--- config.mk ---
export PLATFORM = sky130hd
export DESIGN_NAME = nfifo_rr_reader
export DESIGN_NICKNAME = d
export VERILOG_FILES = /design/src/rtl/nfifo_rr_reader.sv
export SDC_FILE = /design/constraint.sdc
export NUM_CORES = 1
export LEC_CHECK = 0
export ABC_CLOCK_PERIOD_IN_PS = 2900
export CELL_PAD_IN_SITES_DETAIL_PLACEMENT = 0
export CELL_PAD_IN_SITES_GLOBAL_PLACEMENT = 1
export CORE_MARGIN = 5
export CORE_UTILIZATION = 43
export DETAILED_ROUTE_END_ITERATION = 6
export PLACE_DENSITY = 0.83
export SYNTH_ARGS = -nofsm -noshare
export SYNTH_HDL_FRONTEND = slang
export SYNTH_SLANG_ARGS = --single-unit
--- constraint.sdc ---
create_clock -name clk -period 2.9 [get_ports clk]
set_clock_uncertainty 0.2 [all_clocks]
set_input_delay 0.29 -clock clk [delete_from_list [all_inputs] [get_ports clk]]
set_output_delay 0.29 -clock clk [all_outputs]
set_load 0.01 [all_outputs]
--- src/rtl/nfifo_rr_reader.sv ---
// nfifo_rr_reader
// Round-robin reader for a multi-flow upstream buffer. Each cycle it picks a
// flow to read (staying on the current flow for up to BURST_LEN reads), issues
// reads only while there is guaranteed room downstream, tracks each read with
// a tag through the fixed upstream latency, and collects returned words into a
// small output FIFO that feeds a valid/ready (active-low) consumer.
//
// Ports
//   clk            clock
//   reset          asynchronous, active-high reset
//   empty          per-flow empty flags from upstream
//   data_in        read data from upstream, LATENCY cycles after read
//   data_vld_in    data_in valid
//   block_addr     flow selected for reading (driven every cycle)
//   read           read strobe for block_addr
//   pipe_en        upstream pipeline enable, tied high
//   dst_data       output word (FIFO head)
//   dst_flow       flow number of dst_data
//   dst_src_rdy_n  output word valid, active-low
//   dst_dst_rdy_n  consumer ready, active-low
//   err            sticky protocol error (data/tag disagreement)

module nfifo_rr_reader #(
    parameter int unsigned DATA_WIDTH = 64,
    parameter int unsigned FLOWS      = 4,
    parameter int unsigned OUTPUT_REG = 1,
    parameter int unsigned BURST_LEN  = 8,
    parameter int unsigned BUF_DEPTH  = 4,
    localparam int unsigned FW        = $clog2(FLOWS)
) (
    input  logic                  clk,
    input  logic                  reset,
    input  logic [FLOWS-1:0]      empty,
    input  logic [DATA_WIDTH-1:0] data_in,
    input  logic                  data_vld_in,
    output logic [FW-1:0]         block_addr,
    output logic                  read,
    output logic                  pipe_en,
    output logic [DATA_WIDTH-1:0] dst_data,
    output logic [FW-1:0]         dst_flow,
    output logic                  dst_src_rdy_n,
    input  logic                  dst_dst_rdy_n,
    output logic                  err
);

    localparam int unsigned LATENCY = 1 + OUTPUT_REG;
    localparam int unsigned CNT_W   = $clog2(BURST_LEN + 1);
    localparam int unsigned OCC_W   = $clog2(BUF_DEPTH + 1);
    localparam int unsigned AW      = $clog2(BUF_DEPTH);

    localparam logic [CNT_W-1:0] BURST_MAX = CNT_W'(BURST_LEN);
    localparam logic [OCC_W:0]   DEPTH_MAX = (OCC_W + 1)'(BUF_DEPTH);
    localparam logic [AW-1:0]    LAST_IDX  = AW'(BUF_DEPTH - 1);
    localparam logic [FW-1:0]    PTR_INIT  = FW'(FLOWS - 1);

    // ------------------------------------------------------------------
    // State
    // ------------------------------------------------------------------
    logic [FW-1:0]    ptr_q, ptr_d;
    logic [CNT_W-1:0] cnt_q, cnt_d;
    logic [OCC_W-1:0] infl_q, infl_d;

    logic [LATENCY-1:0] tag_vld_q;
    logic [FW-1:0]      tag_flow_q [LATENCY];

    logic [DATA_WIDTH-1:0] mem_data [BUF_DEPTH];
    logic [FW-1:0]         mem_flow [BUF_DEPTH];
    logic [AW-1:0]         wr_ptr_q, rd_ptr_q;
    logic [OCC_W-1:0]      occ_q, occ_d;
    logic                  err_q;

    // ------------------------------------------------------------------
    // Flow selection
    // ------------------------------------------------------------------
    logic [FW-1:0] sel;
    logic [FW-1:0] cand;
    logic          found;
    logic          stay;
    logic          any_ready;

    // Continue the current grant while its flow has data and burst budget.
    assign stay      = ~empty[ptr_q] & (cnt_q < BURST_MAX);
    assign any_ready = ~(&empty);

    // Otherwise scan ptr+1 .. ptr+FLOWS; the current flow comes up last, so a
    // lone busy flow can still be re-granted after its burst expires.
    always_comb begin
        sel   = ptr_q;
        cand  = '0;
        found = stay;
        for (int unsigned i = 1; i <= FLOWS; i++) begin
            cand = ptr_q + FW'(i);
            if (!found && !empty[cand]) begin
                sel   = cand;
                found = 1'b1;
            end
        end
    end

    // ------------------------------------------------------------------
    // Credit and read strobe
    // ------------------------------------------------------------------
    logic [OCC_W:0] committed;
    logic           credit;

    // Every read in flight already owns a FIFO slot; a pop this cycle is not
    // counted, which keeps the credit path independent of the consumer.
    assign committed = {1'b0, infl_q} + {1'b0, occ_q};
    assign credit    = committed < DEPTH_MAX;
    assign read      = any_ready & credit & ~reset;

    assign block_addr = sel;
    assign pipe_en    = 1'b1;

    always_comb begin
        ptr_d = ptr_q;
        cnt_d = cnt_q;
        if (read) begin
            if (stay) begin
                cnt_d = cnt_q + CNT_W'(1);
            end else begin
                ptr_d = sel;
                cnt_d = CNT_W'(1);
            end
        end
    end

    // ------------------------------------------------------------------
    // Tag pipeline and in-flight counter
    // ------------------------------------------------------------------
    logic          tag_exit;
    logic [FW-1:0] exit_flow;

    assign tag_exit  = tag_vld_q[LATENCY-1];
    assign exit_flow = tag_flow_q[LATENCY-1];

    always_comb begin
        infl_d = infl_q;
        unique case ({read, tag_exit})
            2'b10:   infl_d = infl_q + OCC_W'(1);
            2'b01:   infl_d = infl_q - OCC_W'(1);
            default: infl_d = infl_q;
        endcase
    end

    // ------------------------------------------------------------------
    // Output FIFO
    // ------------------------------------------------------------------
    logic push, pop, proto_err;

    // Returned data must line up exactly with an exiting tag; either side
    // alone is a protocol violation and the word is dropped.
    assign push      = tag_exit & data_vld_in;
    assign proto_err = tag_exit ^ data_vld_in;
    assign pop       = (occ_q != '0) & ~dst_dst_rdy_n;

    always_comb begin
        occ_d = occ_q;
        unique case ({push, pop})
            2'b10:   occ_d = occ_q + OCC_W'(1);
            2'b01:   occ_d = occ_q - OCC_W'(1);
            default: occ_d = occ_q;
        endcase
    end

    function automatic logic [AW-1:0] wrap_inc(input logic [AW-1:0] p);
        return (p == LAST_IDX) ? '0 : p + AW'(1);
    endfunction

    assign dst_data      = mem_data[rd_ptr_q];
    assign dst_flow      = mem_flow[rd_ptr_q];
    assign dst_src_rdy_n = (occ_q == '0);
    assign err           = err_q;

    // ------------------------------------------------------------------
    // Registers
    // ------------------------------------------------------------------
    always_ff @(posedge clk or posedge reset) begin
        if (reset) begin
            ptr_q    <= PTR_INIT;
            cnt_q    <= BURST_MAX;
            infl_q   <= '0;
            occ_q    <= '0;
            wr_ptr_q <= '0;
            rd_ptr_q <= '0;
            err_q    <= 1'b0;
        end else begin
            ptr_q  <= ptr_d;
            cnt_q  <= cnt_d;
            infl_q <= infl_d;
            occ_q  <= occ_d;
            if (push) begin
                wr_ptr_q <= wrap_inc(wr_ptr_q);
            end
            if (pop) begin
                rd_ptr_q <= wrap_inc(rd_ptr_q);
            end
            if (proto_err) begin
                err_q <= 1'b1;
            end
        end
    end

    always_ff @(posedge clk or posedge reset) begin
        if (reset) begin
            tag_vld_q <= '0;
            for (int unsigned i = 0; i < LATENCY; i++) begin
                tag_flow_q[i] <= '0;
            end
        end else begin
            tag_vld_q[0]  <= read;
            tag_flow_q[0] <= sel;
            for (int unsigned i = 1; i < LATENCY; i++) begin
                tag_vld_q[i]  <= tag_vld_q[i-1];
                tag_flow_q[i] <= tag_flow_q[i-1];
            end
        end
    end

    // Storage array needs no reset; occupancy decides what is visible.
    always_ff @(posedge clk) begin
        if (push) begin
            mem_data[wr_ptr_q] <= data_in;
            mem_flow[wr_ptr_q] <= exit_flow;
        end
    end

endmodule

==> summary.md, run 1 <==
| Metric | Value |
|---|---|
| Status | `complete, no violations` |
| Die W | `169 um` |
| Min-delay worst type | `in2async` |
| Post-DP HPWL | `13,100 um` |
| Design Area, Final | `0.0141 mm2` |
| PwrDens | `933 mW/mm2` |
| Vias in the first global route | `5,791` |
| DIE AREA | `0.0287 mm2` |
| Primary FF master, synth | `edfxtp_1` |
| Crit path from | `ptr_q[1]` |
| Total GRT Usage | `14.4%` |
| Max-cap violation count | `0` |
| Final hold violations | `0` |
| DP Area | `0.0130 mm2` |
| Core area | `0.0251 mm2` |
| Psw | `0.00358 W` |
| Port Buf Inserts | `142` |
| Asr flop ratio synth | `8.01%` |
| Pre-CTS setup slack | `-0.127 ns` |
| Routed vias/inst | `5.22` |
| Crit path launch type | `register` |
| Sequential power share | `40.1%` |
| RSZ-0062 raised after global routing | `true` |
| H-tree Lvls | `1` |
| Most common cell after layout, fill and taps aside | `edfxtp_1` |
| Layout cells sized above 1 | `24.3%` |
| Reg clk slew, reported paths | `0.07 ns` |
| Post-synthesis sequential area ratio | `77.9%` |
| Cell Rows | `58` |
| First-pass GRT wire length | `32,400 um` |
| Leak pwr | `4.76 nW` |
| Syn_nets | `571` |
| Post-Syn Area | `0.0109 mm2` |
| Internal power | `0.00957 W` |
| Warnings, synthesis | `0` |
| Crit path kind | `reg2out` |
| Gr ovfl total | `0` |
| Rel. slew slack | `42.3%` |
| Drt first pass iters | `4` |
| Max Slew Vio Count | `0` |
| DRT Wirelength | `20,900 um` |
| Crit. End Element | `output port` |
| Cts bufs inserted | `28` |
| Setup_tns | `0 ns` |
| Syn-to-layout area delta | `29.1%` |
| Routed Antenna Nets | `0` |
| WL/cell | `20.6 um` |
| Crit path DAT | `2.36 ns` |
| Comb power frac | `32.7%` |
| Clock buffer depth | `3` |
| Ports | `144` |
| Clk network pwr share | `27.1%` |
| Synth cell types | `51` |
| Initial antenna violation count | `1` |
| Initial Util | `43.5%` |
| Vias | `5,306` |
| N_diodes | `0` |
| Worst Reg-to-Reg Cells | `8` |
| Worst-Skew Late Latency | `0.52 ns` |
| Finish-stage setup viols | `0` |
| DRC | `0` |
| Synth Register Bits | `287` |
| Most frequent cells in the layout | `edfxtp_1, clkdlybuf4s50_1, mux4_2` |
| Worst-Margin Slew | `0.865 ns` |
| VDD IR max | `0.000553 V` |
| Sw Ratio | `27.2%` |
| Worst setup endpoint | `block_addr[1]` |
| Critical path required time | `2.41 ns` |
| Final #Nets | `749` |
| Die Ht | `169 um` |
| Pin count of the biggest net entering global routing | `31` |
| CTS tree | `built` |
| Fin crit share | `98.4%` |
| RR Startpoint | `infl_q[2]` |
| Finished Layout Cells | `1,016` |
| DRT iter0 DRCs | `364` |
| Placed cells | `956` |
| Mean area per synthesized cell | `22.5 um2` |
| Minimum clock period | `2.85 ns` |
| Crit Reg-Reg Endpoint | `infl_q[2]` |
| Final GP Congestion | `0.822` |
| CTS Sinks | `287` |
| CTS root buffer | `clkbuf_16` |
| Worst R2R Setup Slack | `0.55 ns` |
| Final WS setup | `0.0452 ns` |
| Gate Count Post-Synth | `486` |
| Max Freq | `350 MHz` |
| Worst-path fanout max | `6` |
| Number of synthesized flops with an enable pin | `264` |
## cells in the mapped netlist (2+ instances only)
library cell	number	area [um2]
nand2_1	8	30.0
a221oi_1	3	26.3
dfstp_2	3	78.8
o21ai_0	4	20.0
mux4_2	67	1510
a21oi_1	2	10.0
or2_1	2	12.5
ha_1	11	138
nor2b_1	3	18.8
o21ai_1	6	30.0
buf_2	13	65.1
clkbuf_1	3	11.3
xnor2_1	5	43.8
mux2_2	3	33.8
buf_4	2	15.0
nand4b_1	2	17.5
and2_1	5	31.3
edfxtp_1	264	7930
dfrtp_1	20	500
buf_1	4	15.0
inv_1	11	41.3
xor2_1	3	26.3
a31oi_1	2	12.5
nand3_1	2	10.0
nand4_1	3	18.8
fa_1	2	40.0
nor2_1	9	33.8
## worst max-delay path, cell delays in order (launching register included)
cell and delay [ns]:
dfstp_2 0.60, mux4_2 0.52, or2_4 0.26, buf_6 0.12, a21oi_4 0.12, a41oi_2 0.06
buf_2 0.17
## per-stage QoR
step	hold WS [ns]	total power (W)	util, %
floorplan	0.0897	0.00759	-
global placement	0.141	0.00942	51.6
detailed placement	0.141	0.00953	51.6
CTS	0.0907	0.0133	55.7
global route	0.163	0.0138	56.1
finish	0.0886	0.0131	56.1
## how the worst min path moves through the flow
stage | from | endpoint | cells after the start
6_report | reset | occ_q[1] | 2
5_1_grt | reset | tag_vld_q[1] | 2
4_1_cts | reset | tag_vld_q[1] | 2
3_5_place_dp | tag_vld_q[0] | tag_vld_q[1] | 0
3_3_place_gp | tag_vld_q[0] | tag_vld_q[1] | 0
2_1_floorplan | reset | cnt_q[0] | 1
## routing by layer
metal  up-vias  wire length [um]  GRT usage [%]
met1      2717              8290           18.8
met4         2               463           3.75
met5         -                20              0
met2       170             10600           24.6
met3        41              1540           3.61
li1       2376                 -              -
## logic make-up (layout without fill, tap and decap cells)
family                     Yosys count  after routing  share of synthesized area, %
DFF                                287            287                          77.9
other                                1              1                        0.0343
xor gates and xnor gates             8              8                         0.642
muxes                               71             71                          14.2
AOI/OAI and AO/OA                   28             28                          1.75
buffers and inverters               34            234                          1.45
and+or+nand+nor                     44             44                          2.37
adders and majority gates           13             13                          1.63
## power groups by stage
stage / Combinational [W] / Sequential, W / Clock (W)
6_report: 0.00431 / 0.00527 / 0.00357
5_1_grt: 0.00465 / 0.00532 / 0.00387
4_1_cts: 0.00433 / 0.00527 / 0.00368
3_5_place_dp: 0.00408 / 0.00546 / 0
3_3_place_gp: 0.00400 / 0.00542 / 0
2_1_floorplan: 0.00238 / 0.00521 / 0
## repair_timing
action                                  in CTS  in global routing
pin swaps                                    0                  2
setup buffers                                7                  0
gates cloned                                 0                  1
hold buffers                                 0                  0
endpoints found under the setup margin      61                 17
resized for setup                           17                 20
## cell type report
cell class,instances,area [um2]
clock buffers,37,807
clock inverters,15,126
fillers,1894,11000
inverters,11,41.3
multi-input cells,165,2350
flip-flops and latches,287,8510
well taps,330,413
repair buffers,171,1840
## sequential cells by signal, summed over array words and instances, names as in the netlist, 3 cells and up
name,count
occ_q,3
mem_flow,8
cnt_q,4
mem_data,256
infl_q,3
(Power assumes the default switching activity.)
==> inputs of run 2 (changes only) <==
==> config.mk (replaced) <==
export PLATFORM = sky130hd
export DESIGN_NAME = nfifo_rr_reader
export DESIGN_NICKNAME = d
export VERILOG_FILES = /design/src/rtl/nfifo_rr_reader.sv
export SDC_FILE = /design/constraint.sdc
export NUM_CORES = 1
export LEC_CHECK = 0
export ABC_CLOCK_PERIOD_IN_PS = 2900
export CELL_PAD_IN_SITES_DETAIL_PLACEMENT = 1
export CELL_PAD_IN_SITES_GLOBAL_PLACEMENT = 2
export CORE_MARGIN = 5
export CORE_UTILIZATION = 38
export DETAILED_ROUTE_END_ITERATION = 6
export PLACE_DENSITY_LB_ADDON = 0.05
export SYNTH_ARGS = -nofsm -noshare
export SYNTH_HDL_FRONTEND = slang
export SYNTH_SLANG_ARGS = --single-unit
==> run 2 against run 1 <==
- the run now ends with setup timing left
- largest power group unchanged
- cell count up 6.8%
- sequential share of layout area decreased by 0.53 points
- largest cell class unchanged
- highest routed layer unchanged
- hold slack gained 0.061 ns
- flip-flop and latch count did not move
- register-to-register slack got worse by 0.20 ns
- wire length is 11% higher
- critical endpoint unchanged
- die area rose by 12%
- global-route usage decreased by 0.41 points
- critical path depth did not move
- via count rose by 1.2%
- non-clock buffer count rose by 10
==> summary.md, run 2 (same netlist as run 1, synthesis figures left out) <==
| Metric | Value |
|---|---|
| Biggest regs | `mem_data x256, mem_flow x8, cnt_q x4` |
| RSZ-0062 raised after global routing | `true` |
| CTS tree | `built` |
| Die W | `180 um` |
| H-tree Lvls | `1` |
| Pre-CTS setup slack | `-0.0995 ns` |
| CTS root buffer | `clkbuf_16` |
| Worst Reg-to-Reg Cells | `9` |
| Max FFs per register | `256` |
| RR Startpoint | `infl_q[2]` |
| WL/cell | `21.3 um` |
| Critical path required time | `2.41 ns` |
| Final hold violations | `0` |
| Routed vias/inst | `4.95` |
| Cell Rows | `62` |
| Crit path DAT | `2.42 ns` |
| Crit. End Element | `output port` |
| Worst setup endpoint | `block_addr[1]` |
| Sw Ratio | `28.2%` |
| Clk network pwr share | `27.1%` |
| Worst-path fanout max | `4` |
| Worst-Skew Late Latency | `0.55 ns` |
| Crit path launch type | `register` |
| PwrDens | `917 mW/mm2` |
| Filler cell count | `2,641` |
| Most frequent cells in the layout | `edfxtp_1, clkdlybuf4s50_1, mux4_2` |
| Finish-stage setup viols | `1` |
| Leak pwr | `5.00 nW` |
| Total GRT Usage | `14.0%` |
| Crit path from | `ptr_q[1]` |
| DIE AREA | `0.0322 mm2` |
| Syn-to-layout area delta | `30.2%` |
| Drt first pass iters | `4` |
| Routed Antenna Nets | `0` |
| Initial antenna violation count | `1` |
| Vias in the first global route | `6,179` |
| Crit path kind | `reg2out` |
| Max-cap violation count | `0` |
| DRT Wirelength | `23,200 um` |
| Crit Reg-Reg Endpoint | `infl_q[2]` |
| Cts bufs inserted | `31` |
| Internal power | `0.00936 W` |
| Layout cells sized above 1 | `24.3%` |
| Max Slew Vio Count | `0` |
| DRT iter0 DRCs | `223` |
| CTS Sinks | `287` |
| Initial Util | `38.3%` |
| Pin count of the biggest net entering global routing | `46` |
| Reg with most FFs | `mem_data` |
| Gr ovfl total | `0` |
| Failing checks | `setup timing` |
| Worst R2R Setup Slack | `0.35 ns` |
| First-pass GRT wire length | `35,900 um` |
| Max Freq | `343 MHz` |
| Fin crit share | `100%` |
| Port Buf Inserts | `142` |
| Sequential power share | `40.2%` |
| VDD IR max | `0.000527 V` |
| Comb power frac | `32.7%` |
| Vias | `5,368` |
| Setup_tns | `-0.0134 ns` |
| Status | `finished, violations left` |
| Final GP Congestion | `0.773` |
| Core area | `0.0285 mm2` |
| Final WS setup | `-0.0134 ns` |
| N_diodes | `0` |
| Most common cell after layout, fill and taps aside | `edfxtp_1` |
| Ports | `144` |
| Psw | `0.00368 W` |
| Min-delay worst type | `reg2reg` |
| Reg clk slew, reported paths | `0.06 ns` |
| Post-DP HPWL | `14,200 um` |
| Clock buffer depth | `3` |
| Final #Nets | `762` |
| Minimum clock period | `2.91 ns` |
| Die Ht | `180 um` |
| DRC | `0` |
## run 2: per-layer routing
| layer | global-route usage (%) | wire length (um) | vias up |
|---|---|---|---|
| li1 | - | - | 2395 |
| met1 | 17.3 | 9380 | 2804 |
| met2 | 25.3 | 12300 | 126 |
| met3 | 3.19 | 985 | 41 |
| met4 | 3.20 | 448 | 2 |
| met5 | 0 | 13 | - |
## run 2: power groups by stage
| stage | Sequential (W) | Combinational, W | Clock, W |
|---|---|---|---|
| final | 0.00525 | 0.00426 | 0.00353 |
| after global routing | 0.00529 | 0.00462 | 0.00387 |
| after CTS | 0.00526 | 0.00429 | 0.00367 |
| after detailed placement | 0.00537 | 0.00426 | 0 |
| after global placement | 0.00534 | 0.00421 | 0 |
| after floorplan | 0.00521 | 0.00238 | 0 |
## run 2: area by class of cell
cell class	instances	area, um2	share of cell area, %
timing repair buffer	181	1920	13.5
clock buffer	43	821	5.77
clock inverter	14	93.8	0.660
tap	384	480	3.38
multi-input combinational	165	2350	16.5
sequential	287	8510	59.9
inverter	11	45.0	0.317
## run 2: repair_timing
| item | 4_1_cts | 5_1_grt |
|---|---|---|
| buffers inserted | 3 | 7 |
| endpoints found under the setup margin | 15 | 37 |
| pin swaps | 1 | 4 |
| resized for setup | 35 | 44 |
| hold buffers | 1 | 0 |
| endpoints found under the hold margin | 8 | 0 |
## run 2: critical path, cell delays in order (launching register included)
cell and delay [ns]:
dfstp_2 0.57, mux4_2 0.54, or2_4 0.27, buf_6 0.13, a21oi_4 0.13, a41oi_2 0.07, buf_2 0.17
## run 2: worst min path at each step
stage	startpoint	endpoint	slack, ns	cells after the start
2_1_floorplan	reset	cnt_q[0]	0.09	1
3_3_place_gp	tag_vld_q[0]	tag_vld_q[1]	0.14	0
3_5_place_dp	tag_vld_q[0]	tag_vld_q[1]	0.14	0
4_1_cts	data_in[27]	mem_data[3][27]	0.14	1
5_1_grt	data_in[27]	mem_data[1][27]	0.15	1
6_report	tag_vld_q[0]	tag_vld_q[1]	0.15	0
## run 2: through the flow
stage                     util [%]  power (W)  instances  instance area, um2  hold slack, ns
after floorplan                  -    0.00759        486               10900          0.0897
after global placement        45.7    0.00955       1017               13100           0.138
after detailed placement      45.7    0.00963       1017               13100           0.139
after CTS                     49.1     0.0132       1078               14000           0.139
after global routing          49.8     0.0138       1085               14200           0.151
final                         49.8     0.0130       1085               14200           0.150
